==> src/rtl/player_pkg.sv <==
// Shared definitions for the player vertical-motion engine.
//   state_e : motion FSM states
//   DEF_*   : default screen/sprite geometry and motion tuning
//   line_y  : screen y of platform line k
package player_pkg;

  typedef enum logic [1:0] {
    ST_RUN  = 2'd0,
    ST_AIR  = 2'd1,
    ST_DEAD = 2'd2
  } state_e;

  localparam int DEF_N_LINES    = 3;
  localparam int DEF_LINE_Y0    = 120;
  localparam int DEF_LINE_PITCH = 120;
  localparam int DEF_PLAYER_H   = 60;
  localparam int DEF_SCREEN_H   = 480;
  localparam int DEF_Y_W        = 9;
  localparam int DEF_V_MAX      = 4;
  localparam int DEF_ACCEL_DIV  = 4;
  localparam int DEF_START_LINE = 1;

  function automatic int line_y(input int k, input int y0, input int pitch);
    return y0 + k * pitch;
  endfunction

endpackage

==> src/rtl/player_motion_landing_finder.sv <==
// Combinational landing search for the player sprite.
// Ports:
//   height_i   : current sprite top y
//   v_i        : current speed (pixels per tick)
//   grav_dir_i : 0 = down, 1 = up
//   lines_i    : line k present under/over the player
//   hit_o      : the next move reaches or crosses an existing line
//   snap_y_o   : sprite top y when resting on the line that was hit
//   contact_o  : sprite is exactly resting on an existing line now
module landing_finder
  import player_pkg::*;
#(
  parameter int N_LINES    = DEF_N_LINES,
  parameter int LINE_Y0    = DEF_LINE_Y0,
  parameter int LINE_PITCH = DEF_LINE_PITCH,
  parameter int PLAYER_H   = DEF_PLAYER_H,
  parameter int Y_W        = DEF_Y_W,
  parameter int V_W        = 3
) (
  input  logic [Y_W-1:0]     height_i,
  input  logic [V_W-1:0]     v_i,
  input  logic               grav_dir_i,
  input  logic [N_LINES-1:0] lines_i,
  output logic               hit_o,
  output logic [Y_W-1:0]     snap_y_o,
  output logic               contact_o
);

  // Two extra bits so bottom edge plus speed never wraps.
  localparam int CW = Y_W + 2;

  logic [CW-1:0] top;
  logic [CW-1:0] bot;
  logic [CW-1:0] ly [N_LINES];

  assign top = CW'(height_i);
  assign bot = top + CW'(PLAYER_H);

  always_comb begin
    for (int k = 0; k < N_LINES; k++) begin
      ly[k] = CW'(line_y(k, LINE_Y0, LINE_PITCH));
    end
  end

  // Loop direction makes the first line met in the direction of motion
  // the last assignment, so it wins if more than one would qualify.
  always_comb begin
    hit_o     = 1'b0;
    snap_y_o  = '0;
    contact_o = 1'b0;
    if (!grav_dir_i) begin
      for (int k = N_LINES - 1; k >= 0; k--) begin
        if (lines_i[k] && (bot == ly[k])) contact_o = 1'b1;
        if (lines_i[k] && (bot <= ly[k]) && (ly[k] <= bot + CW'(v_i))) begin
          hit_o    = 1'b1;
          snap_y_o = Y_W'(ly[k] - CW'(PLAYER_H));
        end
      end
    end else begin
      for (int k = 0; k < N_LINES; k++) begin
        if (lines_i[k] && (top == ly[k])) contact_o = 1'b1;
        if (lines_i[k] && (ly[k] <= top) && (ly[k] + CW'(v_i) >= top)) begin
          hit_o    = 1'b1;
          snap_y_o = Y_W'(ly[k]);
        end
      end
    end
  end

endmodule

==> src/rtl/player_motion.sv <==
// Vertical-motion engine for the runner's player sprite: gravity flip,
// accelerating fall with speed cap, walk-off, and off-screen death.
// Advances once per tick; all outputs are registered.
// Ports:
//   clk, reset     : system clock, synchronous active-high reset
//   tick           : one-cycle frame enable
//   flip_req       : gravity-flip request pulse (latched until next tick)
//   kill           : external death, level-sensitive
//   lines          : line k present under/over the player
//   height         : sprite top y (y grows downward)
//   grav_dir       : 0 = down, 1 = up
//   grounded       : resting on a line
//   dead           : motion frozen until reset
//   out_of_bounds  : one-cycle pulse when death is from leaving the screen
//
// state   | meaning
// --------+-------------------------------------------
// ST_RUN  | resting on a line, waiting for flip or line loss
// ST_AIR  | airborne, moving by v each tick and accelerating
// ST_DEAD | frozen until reset
module player_motion
  import player_pkg::*;
#(
  parameter int N_LINES    = DEF_N_LINES,
  parameter int LINE_Y0    = DEF_LINE_Y0,
  parameter int LINE_PITCH = DEF_LINE_PITCH,
  parameter int PLAYER_H   = DEF_PLAYER_H,
  parameter int SCREEN_H   = DEF_SCREEN_H,
  parameter int Y_W        = DEF_Y_W,
  parameter int V_MAX      = DEF_V_MAX,
  parameter int ACCEL_DIV  = DEF_ACCEL_DIV,
  parameter int START_LINE = DEF_START_LINE
) (
  input  logic               clk,
  input  logic               reset,
  input  logic               tick,
  input  logic               flip_req,
  input  logic               kill,
  input  logic [N_LINES-1:0] lines,
  output logic [Y_W-1:0]     height,
  output logic               grav_dir,
  output logic               grounded,
  output logic               dead,
  output logic               out_of_bounds
);

  localparam int V_W = $clog2(V_MAX + 1);
  localparam int C_W = $clog2(ACCEL_DIV + 1);
  localparam int W1  = Y_W + 1;

  localparam logic [Y_W-1:0] H_RST =
    Y_W'(line_y(START_LINE, LINE_Y0, LINE_PITCH) - PLAYER_H);
  localparam logic [Y_W-1:0] H_BOT = Y_W'(SCREEN_H - PLAYER_H);

  state_e         state_q;
  logic [Y_W-1:0] height_q;
  logic           grav_q;
  logic           grounded_q;
  logic           dead_q;
  logic           oob_q;
  logic [V_W-1:0] v_q;
  logic [C_W-1:0] cnt_q;
  logic           pend_q;

  logic           hit;
  logic           contact;
  logic [Y_W-1:0] snap_y;
  logic           flip_now;
  logic [W1-1:0]  h_dn_d;
  logic [W1-1:0]  h_up_d;
  logic [Y_W-1:0] h_move_d;
  logic           oob_d;

  landing_finder #(
    .N_LINES    (N_LINES),
    .LINE_Y0    (LINE_Y0),
    .LINE_PITCH (LINE_PITCH),
    .PLAYER_H   (PLAYER_H),
    .Y_W        (Y_W),
    .V_W        (V_W)
  ) u_finder (
    .height_i   (height_q),
    .v_i        (v_q),
    .grav_dir_i (grav_q),
    .lines_i    (lines),
    .hit_o      (hit),
    .snap_y_o   (snap_y),
    .contact_o  (contact)
  );

  // A request arriving on the tick cycle itself counts for that tick.
  assign flip_now = pend_q | flip_req;

  // One extra bit so leaving the screen is caught before clamping.
  assign h_dn_d   = {1'b0, height_q} + W1'(v_q);
  assign h_up_d   = {1'b0, height_q} - W1'(v_q);
  assign h_move_d = grav_q ? h_up_d[Y_W-1:0] : h_dn_d[Y_W-1:0];
  assign oob_d    = grav_q ? ({1'b0, height_q} < W1'(v_q))
                           : ((h_dn_d + W1'(PLAYER_H)) >= W1'(SCREEN_H));

  always_ff @(posedge clk) begin
    if (reset) begin
      state_q    <= ST_RUN;
      height_q   <= H_RST;
      grav_q     <= 1'b0;
      grounded_q <= 1'b1;
      dead_q     <= 1'b0;
      oob_q      <= 1'b0;
      v_q        <= '0;
      cnt_q      <= '0;
      pend_q     <= 1'b0;
    end else begin
      oob_q <= 1'b0;
      if (flip_req) pend_q <= 1'b1;
      if (tick) begin
        pend_q <= 1'b0;
        if ((state_q != ST_DEAD) && kill) begin
          state_q    <= ST_DEAD;
          grounded_q <= 1'b0;
          dead_q     <= 1'b1;
        end else begin
          unique case (state_q)
            ST_RUN: begin
              if (flip_now || !contact) begin
                if (flip_now) grav_q <= ~grav_q;
                state_q    <= ST_AIR;
                grounded_q <= 1'b0;
                v_q        <= V_W'(1);
                cnt_q      <= '0;
              end
            end
            ST_AIR: begin
              if (hit) begin
                state_q    <= ST_RUN;
                height_q   <= snap_y;
                grounded_q <= 1'b1;
                v_q        <= '0;
                cnt_q      <= '0;
              end else if (oob_d) begin
                state_q  <= ST_DEAD;
                height_q <= grav_q ? '0 : H_BOT;
                dead_q   <= 1'b1;
                oob_q    <= 1'b1;
              end else begin
                height_q <= h_move_d;
                if (cnt_q == C_W'(ACCEL_DIV - 1)) begin
                  cnt_q <= '0;
                  if (v_q < V_W'(V_MAX)) v_q <= v_q + V_W'(1);
                end else begin
                  cnt_q <= cnt_q + C_W'(1);
                end
              end
            end
            default: ;
          endcase
        end
      end
    end
  end

  assign height        = height_q;
  assign grav_dir      = grav_q;
  assign grounded      = grounded_q;
  assign dead          = dead_q;
  assign out_of_bounds = oob_q;

endmodule

==> config.mk <==
export PLATFORM = sky130hd
export DESIGN_NAME = player_motion
export DESIGN_NICKNAME = d
export VERILOG_FILES = /design/src/rtl/player_pkg.sv /design/src/rtl/player_motion_landing_finder.sv /design/src/rtl/player_motion.sv
export SDC_FILE = /design/constraint.sdc
export NUM_CORES = 1
export LEC_CHECK = 0
export CORE_UTILIZATION = 59
export CTS_BUF_LIST = sky130_fd_sc_hd__clkbuf_16
export DETAILED_ROUTE_END_ITERATION = 8
export PLACE_DENSITY = 0.83
export SYNTH_ARGS = -nofsm -noshare
export SYNTH_HDL_FRONTEND = slang
export SYNTH_SLANG_ARGS = --single-unit
==> constraint.sdc <==
create_clock -name clk -period 4 [get_ports clk]
set_input_delay 1.2 -clock clk [delete_from_list [all_inputs] [get_ports clk]]
set_output_delay 1.2 -clock clk [all_outputs]
set_load 0.005 [all_outputs]
==> results of run 1 <==
[per-layer routing]
layer  global-route usage (%)  part of all wire [%]  up-vias
li1                         -                     -     1298
met1                     43.2                    44     1262
met2                     54.4                    48      111
met3                     4.00                   5.9       20
met4                     14.1                   2.4        0
met5                        0                     0        -
[worst max path at each step]
stage	cells after the start	from	endpoint
after floorplan	14	height[3]$_SDFFE_PP0P_	height[5]$_SDFFE_PP1P_
after global placement	10	lines[2]	cnt_q[2]$_SDFFE_PP0P_
after detailed placement	10	lines[2]	cnt_q[2]$_SDFFE_PP0P_
after CTS	12	height[2]$_SDFFE_PP1P_	v_q[0]$_SDFFE_PP0P_
after global routing	12	height[2]$_SDFFE_PP1P_	v_q[0]$_SDFFE_PP0P_
final	11	height[2]$_SDFFE_PP1P_	height[3]$_SDFFE_PP0P_
[per-stage QoR]
stage | util, % | setup slack, ns | cells | hold WS [ns]
after floorplan | - | 0.844 | 345 | 0.453
after global placement | 68.8 | 0.490 | 404 | 0.472
after detailed placement | 68.8 | 0.416 | 404 | 0.466
after CTS | 70.8 | 0.473 | 408 | 0.490
after global routing | 70.8 | 0.119 | 408 | 0.504
final | 70.8 | 0.431 | 408 | 0.482
[registers in the layout, indices dropped and copies added (netlist names)]
signal,count
state_q,2
height,9
cnt_q,3
v_q,3
pend_q,1
grounded,1
grav_dir,1
out_of_bounds,1
dead,1
[worst max-delay path, cell delays in order (launching register included)]
cell and delay [ns]:
dfxtp_1 0.35, inv_1 0.12, ha_1 0.55, inv_1 0.16, a211oi_2 0.48, o21ai_0 0.17, a211oi_1 0.29, a211oi_2 0.12
or2_2 0.38, nor3_4 0.35, a211oi_1 0.16, a2111oi_2 0.33
[logic make-up (layout without fill, tap and decap cells)]
kind of cell    after synthesis  after routing  share of synthesized area (%)
mux                           6              6                           2.41
buf+inv                      37             50                           5.96
compound gates              103            103                           29.6
xor+xnor                     13             13                           4.67
flops                        22             22                           16.9
fa+ha+maj                    16             16                           8.27
simple gates                148            148                           32.2
[power groups by stage]
| stage | sequential [uW] | clock [uW] | combinational (uW) |
|---|---|---|---|
| global route | 240 | 225 | 123 |
| CTS | 238 | 215 | 110 |
| finish | 239 | 214 | 112 |
| floorplan | 238 | 0 | 78.3 |
| detailed placement | 243 | 0 | 109 |
| global placement | 243 | 0 | 108 |
[Yosys cell counts (3+ instances only)]
| cell type | n | area (sq um) |
|---|---|---|
| a211oi_1 | 5 | 37.5 |
| a21o_1 | 3 | 22.5 |
| a21oi_1 | 24 | 120 |
| a31oi_1 | 7 | 43.8 |
| a32o_1 | 3 | 30.0 |
| and3_1 | 5 | 31.3 |
| buf_2 | 6 | 30.0 |
| clkbuf_1 | 7 | 26.3 |
| dfxtp_1 | 22 | 440 |
| ha_1 | 14 | 175 |
| inv_1 | 17 | 63.8 |
| mux2i_1 | 4 | 40.0 |
| nand2_1 | 29 | 109 |
| nand2b_1 | 7 | 43.8 |
| nand3_1 | 8 | 40.0 |
| nand4_1 | 3 | 18.8 |
| nor2_1 | 39 | 146 |
| nor2b_1 | 7 | 43.8 |
| nor3_1 | 11 | 55.1 |
| nor4_1 | 5 | 31.3 |
| o2111ai_1 | 3 | 26.3 |
| o21ai_0 | 19 | 95.1 |
| o22ai_1 | 3 | 18.8 |
| o31ai_1 | 4 | 30.0 |
| or2_2 | 5 | 31.3 |
| or3_1 | 4 | 25.0 |
| xnor2_1 | 10 | 87.6 |
[cell type report]
| cell class | instances | area, sq um | area share [%] |
|---|---|---|---|
| Inverter | 19 | 71.3 | 2.45 |
| Multi-Input combinational cell | 286 | 2010 | 68.9 |
| Clock buffer | 3 | 75.1 | 2.58 |
| Tap cell | 50 | 62.6 | 2.15 |
| Timing Repair Buffer | 27 | 253 | 8.68 |
| Sequential cell | 22 | 440 | 15.1 |
| Clock inverter | 1 | 3.75 | 0.129 |
==> results_dict.tcl, run 1 <==
set metrics [dict create \
    cts_resized 0 \
    p_comb_share_pct 19.8 \
    internal-power_uw 408 \
    syn_area_per_cell_sq_um 7.54 \
    core_area_sq_um 4120 \
    place_area_sq_um 2830 \
    grt_pass1_vias 2445 \
    async_flop_share_pct 0 \
    clk_path_buf_depth 2 \
    drt_iter0_markers 345 \
    critical_path_class "reg2reg" \
    clk_pin_slew_ns 0.06 \
    synth_edf_count 0 \
    fin_tns_setup_ns 0 \
    yosysWarningCount 0 \
    wire_per_inst_um 17.2 \
    drtAntennaViolNets 0 \
    die-area_sq_um 4680 \
    seq_area_frac_synth_pct 16.9 \
    grt_pass1_wl_um 11500 \
    finalSetupViolCount 0 \
    n_antenna_cell 0 \
    remaining_drc_errors 0 \
    grt_overflow 0 \
    rsz0062_at_grt "no" \
    syn2layout_area_growth_pct 11.9 \
    p_switching_uw 157 \
    startpoint_type "register" \
    die_w_um 68.4 \
    maxSlewHeadroom_pct 45.8 \
    ys_ff_latch 22 \
    fmax_mhz 280 \
    fin_crit_ns 3.57 \
    yosysUniqueCellTypes 78 \
    finalNetCount 383 \
    cp.required_ns 4.16 \
    port_buffers 20 \
    fillers 354 \
    synth-main-ff-cell "dfxtp_1" \
    r2r_slack_ns 0.43 \
    reg2reg_to "height[3]$_SDFFE_PP0P_" \
    vias 2691 \
    syn_nets 369 \
    initial_core_util_pct 63.2 \
    rows 23 \
    die_height_um 68.4 \
    viasPerCell 6.60 \
    layout_commonest_cell "nor2_1" \
    drive_above_1_share_pct 11.2 \
    end_kind "register" \
    p_per_area_nw_per_um2 194 \
    grt_usage_pct 33.1 \
    fin_crit_sh_pct 89.2 \
    p_clk_share_pct 37.9 \
    holdPathEnd "dead$_SDFFE_PP0P_" \
    io_pins 21 \
    slew_viol_final 0 \
    reg2reg_depth 11 \
    gp_congestion 0.924 \
    holdBufCountCts 0 \
    cts_setup_buffers 0 \
    htree_levels 1 \
    dpl.hpwl_um 5360 \
    clock-root-buffer "clkbuf_16" \
    clock_latency_ns 0.26 \
    layout_common_cells "39 x nor2_1, 29 x nand2_1, 24 x a21oi_1" \
    antenna_found_initial 0 \
    fin_total_pwr_uw 565 \
    fin_area_sq_um 2910 \
    min_delay_path_depth 2 \
    wl_um 7040 \
    synthCells 345 \
    r2r_start "height[2]$_SDFFE_PP1P_" \
    cts_buffers 3 \
    power_frac_seq_pct 42.3 \
    clock_sinks 22 \
    max_cap_violations 0 \
    vdd_drop_max_mv 0.246 \
    dr.pass1.iters 4 \
    tightest_slew_ns 0.812 \
    grt_max_degree 27 \
    worstPathMaxFanout 13 \
    hold_path.class "reg2reg" \
    timing_hold_violations_final 0 \
    clock_skew_ns 0.00208 \
    syn-cell-area_sq_um 2600 \
    worstHoldStart "dead$_SDFFE_PP0P_" \
    outcome "completed" \
    cts_tree "yes" \
    p_sw_share_pct 27.8 \
    cellLeakagePower_uw 0.00102 \
    arrival_ns 3.73 \
]
Note: power is estimated with default switching activity, not from simulation.
==> inputs of run 2 (changes only) <==
CORE_MARGIN = 4   (was unset)
TNS_END_PERCENT = 5   (was unset)
==> run 2 against run 1 <==
  * Register-to-register slack better by 0.02 ns
  * Sequential share of layout area about the same
  * Maximum frequency grew 0.47%
  * Highest routed layer unchanged
  * Worst hold slack improved by 0.0060 ns
==> results_dict.tcl, run 2 (synthesis results as in run 1) <==
set metrics [dict create \
    antenna_found_initial 0 \
    cts_setup_buffers 0 \
    tightest_slew_ns 0.799 \
    setup_ws_ns 0.448 \
    holdBufCountCts 0 \
    p_per_area_nw_per_um2 195 \
    layout_common_cells "39 x nor2_1, 29 x nand2_1, 24 x a21oi_1" \
    drtAntennaViolNets 0 \
    rsz0062_at_grt "no" \
    clk_pin_slew_ns 0.06 \
    rows 23 \
    grt_max_degree 27 \
    preCtsSetupSlack_ns 0.427 \
    min_delay_path_depth 1 \
    fin_total_pwr_uw 569 \
    cp.required_ns 4.13 \
    clk_path_buf_depth 2 \
    slew_viol_final 0 \
    grt_overflow 0 \
    hold_path.class "reg2reg" \
    syn2layout_area_growth_pct 12.1 \
    port_buffers 20 \
    cellLeakagePower_uw 0.00103 \
    wire_per_inst_um 17.5 \
    gp_congestion 0.927 \
    die-area_sq_um 5540 \
    end_kind "register" \
    fin_area_sq_um 2920 \
    die_height_um 74.4 \
    io_pins 21 \
    dr.pass1.iters 6 \
    timing_hold_violations_final 0 \
    drive_above_1_share_pct 11.5 \
    dpl.hpwl_um 5540 \
    initial_core_util_pct 62.8 \
    finalSetupViolCount 0 \
    layout_commonest_cell "nor2_1" \
    vdd_drop_max_mv 0.237 \
    die_w_um 74.4 \
    grt_pass1_wl_um 11900 \
    fin_tns_setup_ns 0 \
    drt_iter0_markers 301 \
    largest_register_ffs 9 \
    r2r_start "height[0]$_SDFFE_PP0P_" \
    max_cap_violations 0 \
    clock-root-buffer "clkbuf_16" \
    crit_path_max_incr_delay_ns 0.51 \
    cts_tree "yes" \
    critical_path_class "reg2reg" \
    place_area_sq_um 2840 \
    clock_latency_ns 0.26 \
    arrival_ns 3.68 \
    grt_pass1_vias 2460 \
    remaining_drc_errors 0 \
    maxSlewHeadroom_pct 46.2 \
    startpoint_type "register" \
    worstHoldStart "cnt_q[1]$_SDFFE_PP0P_" \
    n_antenna_cell 0 \
    startpoint "height[0]$_SDFFE_PP0P_" \
    finalNetCount 384 \
    htree_levels 1 \
    clock_skew_ns 0.00366 \
    worstPathMaxFanout 6 \
    fin_crit_ns 3.55 \
    clock_sinks 22 \
    viasPerCell 6.75 \
    fin_crit_sh_pct 88.8 \
    slowest_stage "fa_1" \
    core_area_sq_um 4140 \
    wl_um 7140 \
    grt_usage_pct 27.3 \
    crit_chain "ha_1, fa_1, nor2b_1, o2111ai_1, xnor2_1, nor4_1, a211oi_2, or2_2, nor4_2, clkinv_1, a21oi_1, o32ai_2" \
    vias 2754 \
    cts_buffers 3 \
    outcome "completed" \
    reg2reg_depth 12 \
    cts_resized 0 \
    fmax_mhz 282 \
]
-- run 2: critical path, delay by kind of cell, from the launching register on --
kind | cells | cell delay (ns)
flip-flops | 1 | 0.35
buffers and inverters | 1 | 0.12
adder cells (fa/ha/maj) | 2 | 0.79
AND/OR/NAND/NOR | 4 | 1.29
XOR/XNOR | 1 | 0.10
AO/OA/AOI/OAI | 4 | 0.75
-- run 2: worst paths after layout --
| check | slack, ns | end |
|---|---|---|
| hold reg to reg | 0.49 | cnt_q[1]$_SDFFE_PP0P_ |
| setup / recovery | 0.45 | v_q[0]$_SDFFE_PP0P_ |
| setup reg to reg | 0.45 | v_q[0]$_SDFFE_PP0P_ |
| hold / removal | 0.49 | cnt_q[1]$_SDFFE_PP0P_ |
-- run 2: through the flow --
| step | util, % | cells | hold WS, ns |
|---|---|---|---|
| floorplan | - | 345 | 0.453 |
| global placement | 68.5 | 405 | 0.471 |
| detailed placement | 68.5 | 405 | 0.477 |
| CTS | 70.4 | 408 | 0.495 |
| global route | 70.4 | 408 | 0.513 |
| finish | 70.4 | 408 | 0.488 |
-- run 2: layer usage --
| layer | track usage, % | routed length [um] |
|---|---|---|
| met1 | 36.2 | 3060 |
| met2 | 43.2 | 3310 |
| met3 | 4.73 | 478 |
| met4 | 12.1 | 293 |
| met5 | 0 | 0 |
-- run 2: layout make-up --
class | instances | area (sq um)
flip-flops and latches | 22 | 440
fillers | 348 | 1230
clock buffers | 3 | 75.1
well taps | 50 | 62.6
multi-input cells | 286 | 2010
repair buffers | 28 | 260
inverters | 19 | 71.3
-- run 2: report_power, final --
group / switching, uW / internal [uW]
clock: 82.7 / 132
sequential: 8.27 / 227
combinational: 68.3 / 50.0
total: 159 / 409
